### src/rtl/regfile_ctrl_pkg.sv
// Shared constants and types for the register-file write arbiter.
// The optional post-reset clear sequence is enabled with REGFILE_CLEAR_EN.
package regfile_ctrl_pkg;

  localparam int REGFILE_ADDR_W = 5;
  localparam int REGFILE_DATA_W = 32;
  localparam int REGFILE_DEPTH  = 32;
  localparam int ZERO_REG       = 0;

  localparam logic [REGFILE_ADDR_W-1:0] LAST_REG =
    REGFILE_ADDR_W'(REGFILE_DEPTH - 1);

  typedef enum logic {
    CLEAR,
    ARB
  } ctrl_state_t;

  // Next requester index in the ring, wrapping past n-1 to 0.
  function automatic int wrap_inc(input int i, input int n);
    return (i + 1 >= n) ? 0 : i + 1;
  endfunction

endpackage

### src/rtl/regfile_write_arbiter_rr.sv
// Combinational round-robin arbiter: searches from ptr upward, wrapping.
// Produces a one-hot grant and the index of the granted requester.
module rr_arbiter
  import regfile_ctrl_pkg::*;
#(
  parameter int NUM_REQ = 4,
  parameter int IDX_W   = (NUM_REQ > 1) ? $clog2(NUM_REQ) : 1
) (
  input  logic [NUM_REQ-1:0] req,
  input  logic [IDX_W-1:0]   ptr,
  output logic [NUM_REQ-1:0] grant,
  output logic [IDX_W-1:0]   idx
);

  logic found;
  int   cand;

  // First requesting slot at or after ptr wins; later slots are masked.
  always_comb begin
    grant = '0;
    idx   = '0;
    found = 1'b0;
    cand  = (int'(ptr) < NUM_REQ) ? int'(ptr) : 0;
    for (int k = 0; k < NUM_REQ; k++) begin
      if (!found && req[cand]) begin
        found       = 1'b1;
        grant[cand] = 1'b1;
        idx         = IDX_W'(cand);
      end
      cand = wrap_inc(cand, NUM_REQ);
    end
  end

endmodule

### src/rtl/regfile_write_arbiter.sv
// Round-robin sharing of the regfile write port among NUM_REQ requesters.
// Define REGFILE_CLEAR_EN to zero registers 1..31 after every reset.
module regfile_write_arbiter
  import regfile_ctrl_pkg::*;
#(
  parameter int NUM_REQ = 4,
  parameter int DATA_W  = REGFILE_DATA_W,
  parameter int ADDR_W  = REGFILE_ADDR_W
) (
  input  logic                      Clk,
  input  logic                      Reset_n,
  input  logic [NUM_REQ-1:0]        ReqValid,
  output logic [NUM_REQ-1:0]        ReqReady,
  input  logic [NUM_REQ*ADDR_W-1:0] ReqAddr,
  input  logic [NUM_REQ*DATA_W-1:0] ReqData,
  output logic                      RegWrite,
  output logic [ADDR_W-1:0]         WriteRegister,
  output logic [DATA_W-1:0]         WriteData,
  output logic                      Busy
);

  localparam int IDX_W = (NUM_REQ > 1) ? $clog2(NUM_REQ) : 1;

  logic [IDX_W-1:0]   ptr;
  logic [NUM_REQ-1:0] grant;
  logic [IDX_W-1:0]   idx;
  logic               arb_en;
  logic               xfer;
  logic               clr_wr;
  logic [ADDR_W-1:0]  clr_addr;
  logic [ADDR_W-1:0]  addr_sel;
  logic [DATA_W-1:0]  data_sel;

`ifdef REGFILE_CLEAR_EN
  ctrl_state_t               state;
  ctrl_state_t               state_nxt;
  logic [REGFILE_ADDR_W-1:0] cnt;
  logic [REGFILE_ADDR_W-1:0] cnt_nxt;

  // State and clear counter; reset restarts the clear at register 1.
  always_ff @(posedge Clk or negedge Reset_n) begin
    if (!Reset_n) begin
      state <= CLEAR;
      cnt   <= REGFILE_ADDR_W'(1);
    end else begin
      state <= state_nxt;
      cnt   <= cnt_nxt;
    end
  end

  // Issue one clear write per cycle until register 31 has gone out.
  always_comb begin
    state_nxt = state;
    cnt_nxt   = cnt;
    clr_wr    = 1'b0;
    unique case (state)
      CLEAR: begin
        clr_wr  = 1'b1;
        cnt_nxt = cnt + REGFILE_ADDR_W'(1);
        if (cnt == LAST_REG) begin
          state_nxt = ARB;
        end
      end
      ARB: begin
        state_nxt = ARB;
      end
    endcase
  end

  assign clr_addr = ADDR_W'(cnt);
  assign arb_en   = (state == ARB);
  assign Busy     = (state == CLEAR);
`else
  assign clr_wr   = 1'b0;
  assign clr_addr = '0;
  assign arb_en   = 1'b1;
  assign Busy     = 1'b0;
`endif

  rr_arbiter #(
    .NUM_REQ (NUM_REQ),
    .IDX_W   (IDX_W)
  ) u_arb (
    .req   (ReqValid),
    .ptr   (ptr),
    .grant (grant),
    .idx   (idx)
  );

  // Handshake is only offered while arbitrating and out of reset.
  assign ReqReady = (Reset_n && arb_en) ? grant : '0;
  assign xfer     = |ReqReady;
  assign addr_sel = ReqAddr[int'(idx)*ADDR_W +: ADDR_W];
  assign data_sel = ReqData[int'(idx)*DATA_W +: DATA_W];

  // Advance the rotation past whoever was just served.
  always_ff @(posedge Clk or negedge Reset_n) begin
    if (!Reset_n) begin
      ptr <= '0;
    end else if (xfer) begin
      ptr <= IDX_W'(wrap_inc(int'(idx), NUM_REQ));
    end
  end

  // Registered regfile port; register 0 writes never raise RegWrite.
  always_ff @(posedge Clk or negedge Reset_n) begin
    if (!Reset_n) begin
      RegWrite      <= 1'b0;
      WriteRegister <= '0;
      WriteData     <= '0;
    end else begin
      unique case (1'b1)
        clr_wr: begin
          RegWrite      <= 1'b1;
          WriteRegister <= clr_addr;
          WriteData     <= '0;
        end
        xfer: begin
          RegWrite      <= (addr_sel != ADDR_W'(ZERO_REG));
          WriteRegister <= addr_sel;
          WriteData     <= data_sel;
        end
        default: begin
          RegWrite <= 1'b0;
        end
      endcase
    end
  end

endmodule

### config.mk
export PLATFORM = sky130hd
export DESIGN_NAME = regfile_write_arbiter
export DESIGN_NICKNAME = d
export VERILOG_FILES = /design/src/rtl/regfile_ctrl_pkg.sv /design/src/rtl/regfile_write_arbiter_rr.sv /design/src/rtl/regfile_write_arbiter.sv
export SDC_FILE = /design/constraint.sdc
export NUM_CORES = 1
export LEC_CHECK = 0
export CAP_MARGIN = 0
export CORE_MARGIN = 2
export CORE_UTILIZATION = 40
export CTS_BUF_LIST = sky130_fd_sc_hd__clkbuf_8
export CTS_CLUSTER_DIAMETER = 30
export DETAILED_ROUTE_END_ITERATION = 8
export PLACE_DENSITY_LB_ADDON = 0.3
export SLEW_MARGIN = 30
export SYNTH_ARGS = -nofsm -noshare
export SYNTH_HDL_FRONTEND = slang
export SYNTH_SLANG_ARGS = --single-unit
export TNS_END_PERCENT = 10
### constraint.sdc
create_clock -name Clk -period 7.7 [get_ports Clk]
set_clock_uncertainty 0.2 [all_clocks]
set_input_delay 1.54 -clock Clk [delete_from_list [all_inputs] [get_ports Clk]]
set_output_delay 1.54 -clock Clk [all_outputs]
set_load 0.05 [all_outputs]
==> metrics.txt, run 1 <==
power density cells 516.1 nW/um^2; post-synthesis sequential area ratio 0.3191; WP buf/inv 2; Antenna Violating Nets Remaining 0; # nets final 724; # setup viols final 0; Critical Path End Type output port; fraction of layout cells with a size suffix above 1 0.04956; Syn-to-layout area delta 66.21%; clk_lat worst skew roughly 0.28 ns; Arr. time, crit path around 4.5 ns; routability cong. about 0.83; quantity of hold-fixing buffers added after cts 0; IO Count between 150 and 200; Seq pwr share 0.149; period utilisation layout 0.8146; Req. time, crit path 5.96 ns; port bufs 195; clk root buf clkbuf_8; post-synthesis register bit count 40; Area contributors post-synth dfrtp_1 (32%), nand2_1 (13%), a211oi_1 (7.7%); slowest stage delay, CP just under 0.9 ns; Synth Flop Type dfrtp_1; first-pass GRT wire length between 15 and 20 mm; Crit-path slowest cell clkdlybuf4s50_1; setup TNS 0 ns; site row count 32; Cell variety after synth between 40 and 50; outcome complete, no violations; Net Sw Power about 1.5 mW; static leakage 2.176 nW; DP Worst Slack approximately 1.5 ns; clk sinks 40; Max Slew Vio Count 0; pin count of the biggest net entering global routing 70; Clk pwr share 0.050; max_cap viols 0; Die ar. about 8600 um^2; Clock transition at path regs 0.08 ns; Synth top area share 0.3191; internal power about 1.2 mW; drc violations 0; Post-Syn Nets around 550; EDFF count, synth 0; async set-or-reset flop fraction in the synthesized netlist 1.000; Crit path top cell by count clkdlybuf4s50_1; synthesized instance count between 300 and 400; logic gate share of total power 0.801; core area approximately 7600 um^2; Ant. Diodes 0; Worst Hold Class flop to flop; vias in the first global route between 3000 and 4000; Total GRT Usage 0.2394; Mapped Avg Cell Area approximately 8.1 um^2; Max VDD drop between 200 and 300 uV; critical-path cell list clkdlybuf4s50_1, mux4_2, nor2_1, and3_1, a22oi_1, a21boi_0, clkdlybuf4s50_1; fin util 0.6818; post-DP HPWL a little over 8 mm; switch share 0.5443; final wirelength 10.61 mm; Wirelength per Cell ~16 um; CTS tree built; CP top delay family buffers and inverters; CP startpoint kind input pin; Final Hold Vio Count 0; Tightest Pin Transition just under 0.8 ns; H-tree Lvls 2; DR pass1 iterations 4; Setup Fix Bufs, Post-CTS 0; CP max FO 8; GRT overflow 0; Initial Utilization 0.4102; Final min period 6.272 ns; initial antenna violation count 0; CP Class input pin to output port; unrepaired setup endpoints after global routing no; Synth area leader dfrtp_1; First DRT Iteration DRCs 112; Die Span X roughly 93 um; CTS Buf Count 5; CTS resizes 0; via count 3526; relative slew slack 0.4782; clk buf depth 2; Die Ht 92.56 um; Fillers about 650; Vias/cell between 5 and 6; synth warn 0; final setup margin approximately 1.4 ns; Max Clk Rate approximately 0.16 GHz; Syn Std Cell Area 3137 um^2
-- registers in the layout, indices dropped and copies added, names as in the netlist --
name and cells:
WriteData 32, WriteRegister 5, ptr 2, RegWrite 1
-- final timing paths --
check / start / to / slack [ns] / cells after the start
worst max-delay path: ReqValid[1] / ReqReady[0] / 1.43 / 7
worst min-delay path: WriteData[24] / WriteData[24] / 0.28 / 2
worst min register to register: WriteData[24] / WriteData[24] / 0.28 / 2
min in group asynchronous: Reset_n / WriteData[11] / 1.02 / 1
max in group asynchronous: Reset_n / WriteRegister[0] / 5.89 / 1
worst max register to register: ptr[0] / ptr[0] / 3.20 / 11
-- power by group through the flow --
| stage | combinational (mW) | clock [mW] | sequential (mW) |
|---|---|---|---|
| finish | 2.16 | 0.136 | 0.400 |
| global route | 2.36 | 0.146 | 0.417 |
| floorplan | 1.26 | 0 | 0.735 |
| CTS | 2.17 | 0.140 | 0.401 |
| global placement | 2.09 | 0 | 0.398 |
| detailed placement | 2.17 | 0 | 0.403 |
-- worst min-delay path, stage by stage, from the launching register on --
cell	delay (ns)
dfrtp_1	0.35
nand2_1	0.05
o31ai_1	0.05
-- synth_stat cells, types with 2 or more instances --
| master | n |
|---|---|
| nand2_1 | 112 |
| o21ai_0 | 9 |
| mux2i_1 | 7 |
| mux2_2 | 4 |
| buf_4 | 3 |
| a211oi_1 | 32 |
| buf_2 | 16 |
| o31ai_1 | 32 |
| dfrtp_1 | 40 |
| nand4_1 | 2 |
| mux4_2 | 4 |
| nor2_1 | 4 |
| a222oi_1 | 3 |
| clkbuf_1 | 10 |
| buf_6 | 2 |
| ha_1 | 5 |
| and3_1 | 33 |
| a21boi_1 | 3 |
| and2_1 | 34 |
| nor3b_1 | 2 |
| inv_1 | 3 |
| a21oi_1 | 8 |
-- cell type report --
| class | count | area [um^2] | share of cell area |
|---|---|---|---|
| clock buffers | 5 | 68.82 | 0.01320 |
| inverters | 3 | 11.26 | 0.002160 |
| flip-flops and latches | 40 | 1001 | 0.1920 |
| well taps | 102 | 127.6 | 0.02448 |
| multi-input cells | 314 | 1971 | 0.3780 |
| clock inverters | 2 | 12.51 | 0.002400 |
| repair buffers | 201 | 2022 | 0.3878 |
-- metal layers --
layer | routed length (um) | part of all wire | GRT usage
met1 | 4127 | 0.39 | 0.2825
met2 | 5492 | 0.52 | 0.4416
met3 | 815 | 0.077 | 0.04963
met4 | 177 | 0.017 | 0.05846
met5 | 0 | 0 | 0
-- cell families (layout without fill, tap and decap cells) --
group,Yosys count,in the layout,share of synthesized area
simple gates,193,193,0.2992
xor+xnor,1,1,0.002793
fa+ha+maj,5,5,0.01994
mux,17,17,0.07339
flops,40,40,0.3191
other cells,1,1,0.001196
buf+inv,35,211,0.05664
compound gates,97,97,0.2278
-- stage by stage --
step | std cells | hold slack (ns) | power, mW | area (um^2)
after CTS | 667 | 0.2853 | 2.713 | 5214
after floorplan | 389 | 0.4894 | 1.995 | 3137
after global routing | 667 | 0.3102 | 2.919 | 5214
final | 667 | 0.2778 | 2.691 | 5214
after global placement | 658 | 0.2594 | 2.484 | 5082
after detailed placement | 660 | 0.2662 | 2.572 | 5132
-- placed cells by master (no fill, tap or decap), types with 4 or more instances in the layout --
cell	instances
clkdlybuf4s50_1	194
nand2_1	112
dfrtp_1	40
and2_1	34
and3_1	33
a211oi_1	32
o31ai_1	32
o21ai_0	9
a21oi_1	8
mux2i_1	7
ha_1	5
clkbuf_8	5
buf_4	5
mux4_2	4
mux2_2	4
nor2_1	4
(Power assumes the default switching activity.)
==> inputs of run 2 (changes only) <==
--- a/config.mk
+++ b/config.mk
@@ -7,7 +7,7 @@
 export LEC_CHECK = 0
 export CAP_MARGIN = 0
 export CORE_MARGIN = 2
-export CORE_UTILIZATION = 40
+export CORE_UTILIZATION = 35
 export CTS_BUF_LIST = sky130_fd_sc_hd__clkbuf_8
 export CTS_CLUSTER_DIAMETER = 30
 export DETAILED_ROUTE_END_ITERATION = 8
==> constraint.sdc (replaced) <==
create_clock -name Clk -period 5.5 [get_ports Clk]
set_clock_uncertainty 0.2 [all_clocks]
set_input_delay 1.1 -clock Clk [delete_from_list [all_inputs] [get_ports Clk]]
set_output_delay 1.1 -clock Clk [all_outputs]
set_load 0.05 [all_outputs]
==> run 2 against run 1 <==
Count of clock-buffer cells in the layout stayed put. First-iteration DRC count is 15% lower. Critical path depth stayed put. Cell area is 0.60% higher. Cell count is 1.3% higher. Utilization is 8.0 points lower. Clock power is 74% higher. Worst setup slack worse by 1.2 ns. Via count is 0.45% higher. Global-route usage is 3.1 points lower. Routed wire length is 1.8% lower. Non-clock buffer count is 1 higher. Critical path type unchanged. Highest routed layer unchanged.
==> metrics.txt, run 2 (synthesis results as in run 1) <==
outcome complete, no violations; Max VDD drop about 450 uV; fin area roughly 5200 um^2; site row count 34; period utilisation layout 0.9619; Clock transition at path regs around 0.070 ns; clk_lat worst skew ~0.28 ns; initial antenna violation count 1; via count 3542; CP Class input pin to output port; clk sinks 40; final wirelength 10.42 mm; final setup margin 0.2094 ns; max_cap viols 0; # setup viols final 0; CP max FO 8; CTS tree built; fraction of layout cells with a size suffix above 1 0.05291; most frequent cells in the layout clkdlybuf4s50_1 (193), nand2_1 (112), dfrtp_1 (40); Antenna Violating Nets Remaining 0; power density cells roughly 720 nW/um^2; Wirelength per Cell 15.42 um; quantity of hold-fixing buffers added after cts 0; Vias/cell between 5 and 6; total power ~3.8 mW; Syn-to-layout area delta 67.21%; Worst Hold Margin about 0.28 ns; Critical Path End Type output port; relative slew slack 0.5434; clk buf depth 2; CTS Buf Count 5; # nets final 725; biggest regs WriteData: 32 flops, WriteRegister: 5 flops, ptr: 2 flops; Worst Hold Class flop to flop; WP buf/inv 2; Req. time, crit path 4.20 ns; Tightest Pin Transition 0.6848 ns; static leakage 2.194 nW; Setup Fix Bufs, Post-CTS 0; First DRT Iteration DRCs 95; Total GRT Usage 0.2089; post-DP HPWL 7.940 mm; Arr. time, crit path 3.99 ns; routability cong. 1.018; flip-flop count of the largest register after layout 32; H-tree Lvls 2; Crit-path slowest cell clkdlybuf4s50_1; IO Count 197; DR pass1 iterations 5; DP Worst Slack approximately 0.26 ns; Crit path top cell by count clkdlybuf4s50_1; unrepaired setup endpoints after global routing no; first-pass GRT wire length 16.71 mm; Max Clk Rate approximately 0.19 GHz; Die ar. slightly below 10000 um^2; Final Hold Vio Count 0; setup TNS 0 ns; slowest stage delay, CP about 0.86 ns; CP top delay family buffers and inverters; Final min period between 5 and 6 ns; Die Span X approximately 99 um; Initial Utilization 0.3597; leading cell type in the layout, fill and taps excluded clkdlybuf4s50_1; port bufs around 200; CTS resizes 0; CP startpoint kind input pin; vias in the first global route 3472; clk root buf clkbuf_8; Biggest register WriteData; pin count of the biggest net entering global routing slightly below 80; area of placed instances between 5000 and 6000 um^2; core area roughly 8700 um^2; Max Slew Vio Count 0; Die Ht between 90 and 100 um; drc violations 0; critical-path cell list clkdlybuf4s50_1, mux2_2, or4_1, a21oi_1, nand2_1, a21boi_1, clkdlybuf4s50_1; GRT overflow 0
[run 2: cell types whose count changed in the layout (fill, tap and decap cells not counted), sizes merged]
cell	change
diode	+1
inv	+1
bufinv	+1
clkinvlp	-1
clkdlybuf4s50	-1
buf	+2
[run 2: worst paths after layout]
kind                                     from             to  slack (ns)  cells after the start
max in group asynchronous             Reset_n  WriteData[15]        3.98                      2
worst max register to register         ptr[0]  WriteData[16]        1.41                     10
worst max-delay path              ReqValid[3]    ReqReady[1]        0.21                      7
worst min register to register  WriteData[28]  WriteData[28]        0.28                      2
min in group asynchronous             Reset_n  WriteData[30]        0.76                      2
worst min-delay path            WriteData[28]  WriteData[28]        0.28                      2
[run 2: worst reg2reg max path, delay by kind of cell, from the launching register on]
family	cells	cell delay [ns]
DFF	1	0.60
buffers and inverters	2	0.52
muxes	1	0.40
adders and majority gates	1	0.50
and+or+nand+nor	2	0.83
AOI/OAI and AO/OA	4	0.94
[run 2: layout make-up]
cell class                 count  area (um^2)
timing repair buffer         202         2022
inverter                       3        11.26
clock inverter                 3        38.79
sequential                    40         1001
antenna                        1        2.502
multi-input combinational    314         1966
fill                         789         3476
clock buffer                   5        68.82
tap                          108        135.1
[run 2: layer usage]
metal  vias to the layer above  track usage  part of all wire
met4                         0      0.08008             0.039
met5                         -            0                 0
met1                      1617       0.2345              0.39
met3                        31      0.04894             0.069
li1                       1740            -                 -
met2                       154       0.3820              0.50
[run 2: stage by stage]
| stage | instances | utilization |
|---|---|---|
| global placement | 667 | 0.5888 |
| detailed placement | 667 | 0.5888 |
| finish | 676 | 0.6014 |
| global route | 676 | 0.6014 |
| CTS | 675 | 0.6011 |
| floorplan | 389 | - |
[run 2: power by group]
| part | leakage [nW] | internal [mW] | switching [mW] | total, mW |
|---|---|---|---|---|
| clock network | 0.0593 | 0.133 | 0.103 | 0.236 |
| registers | 0.488 | 0.469 | 0.0895 | 0.558 |
| logic | 1.65 | 1.15 | 1.84 | 2.99 |
==> inputs of run 3 (changes only) <==
--- a/config.mk
+++ b/config.mk
@@ -10,6 +10,7 @@
 export CORE_UTILIZATION = 35
 export CTS_BUF_LIST = sky130_fd_sc_hd__clkbuf_8
 export CTS_CLUSTER_DIAMETER = 30
+export CTS_CLUSTER_SIZE = 12
 export DETAILED_ROUTE_END_ITERATION = 8
 export PLACE_DENSITY_LB_ADDON = 0.3
 export SLEW_MARGIN = 30
==> results of run 3 <==
The final DEF is identical to that of run 2; final timing and power are the same.
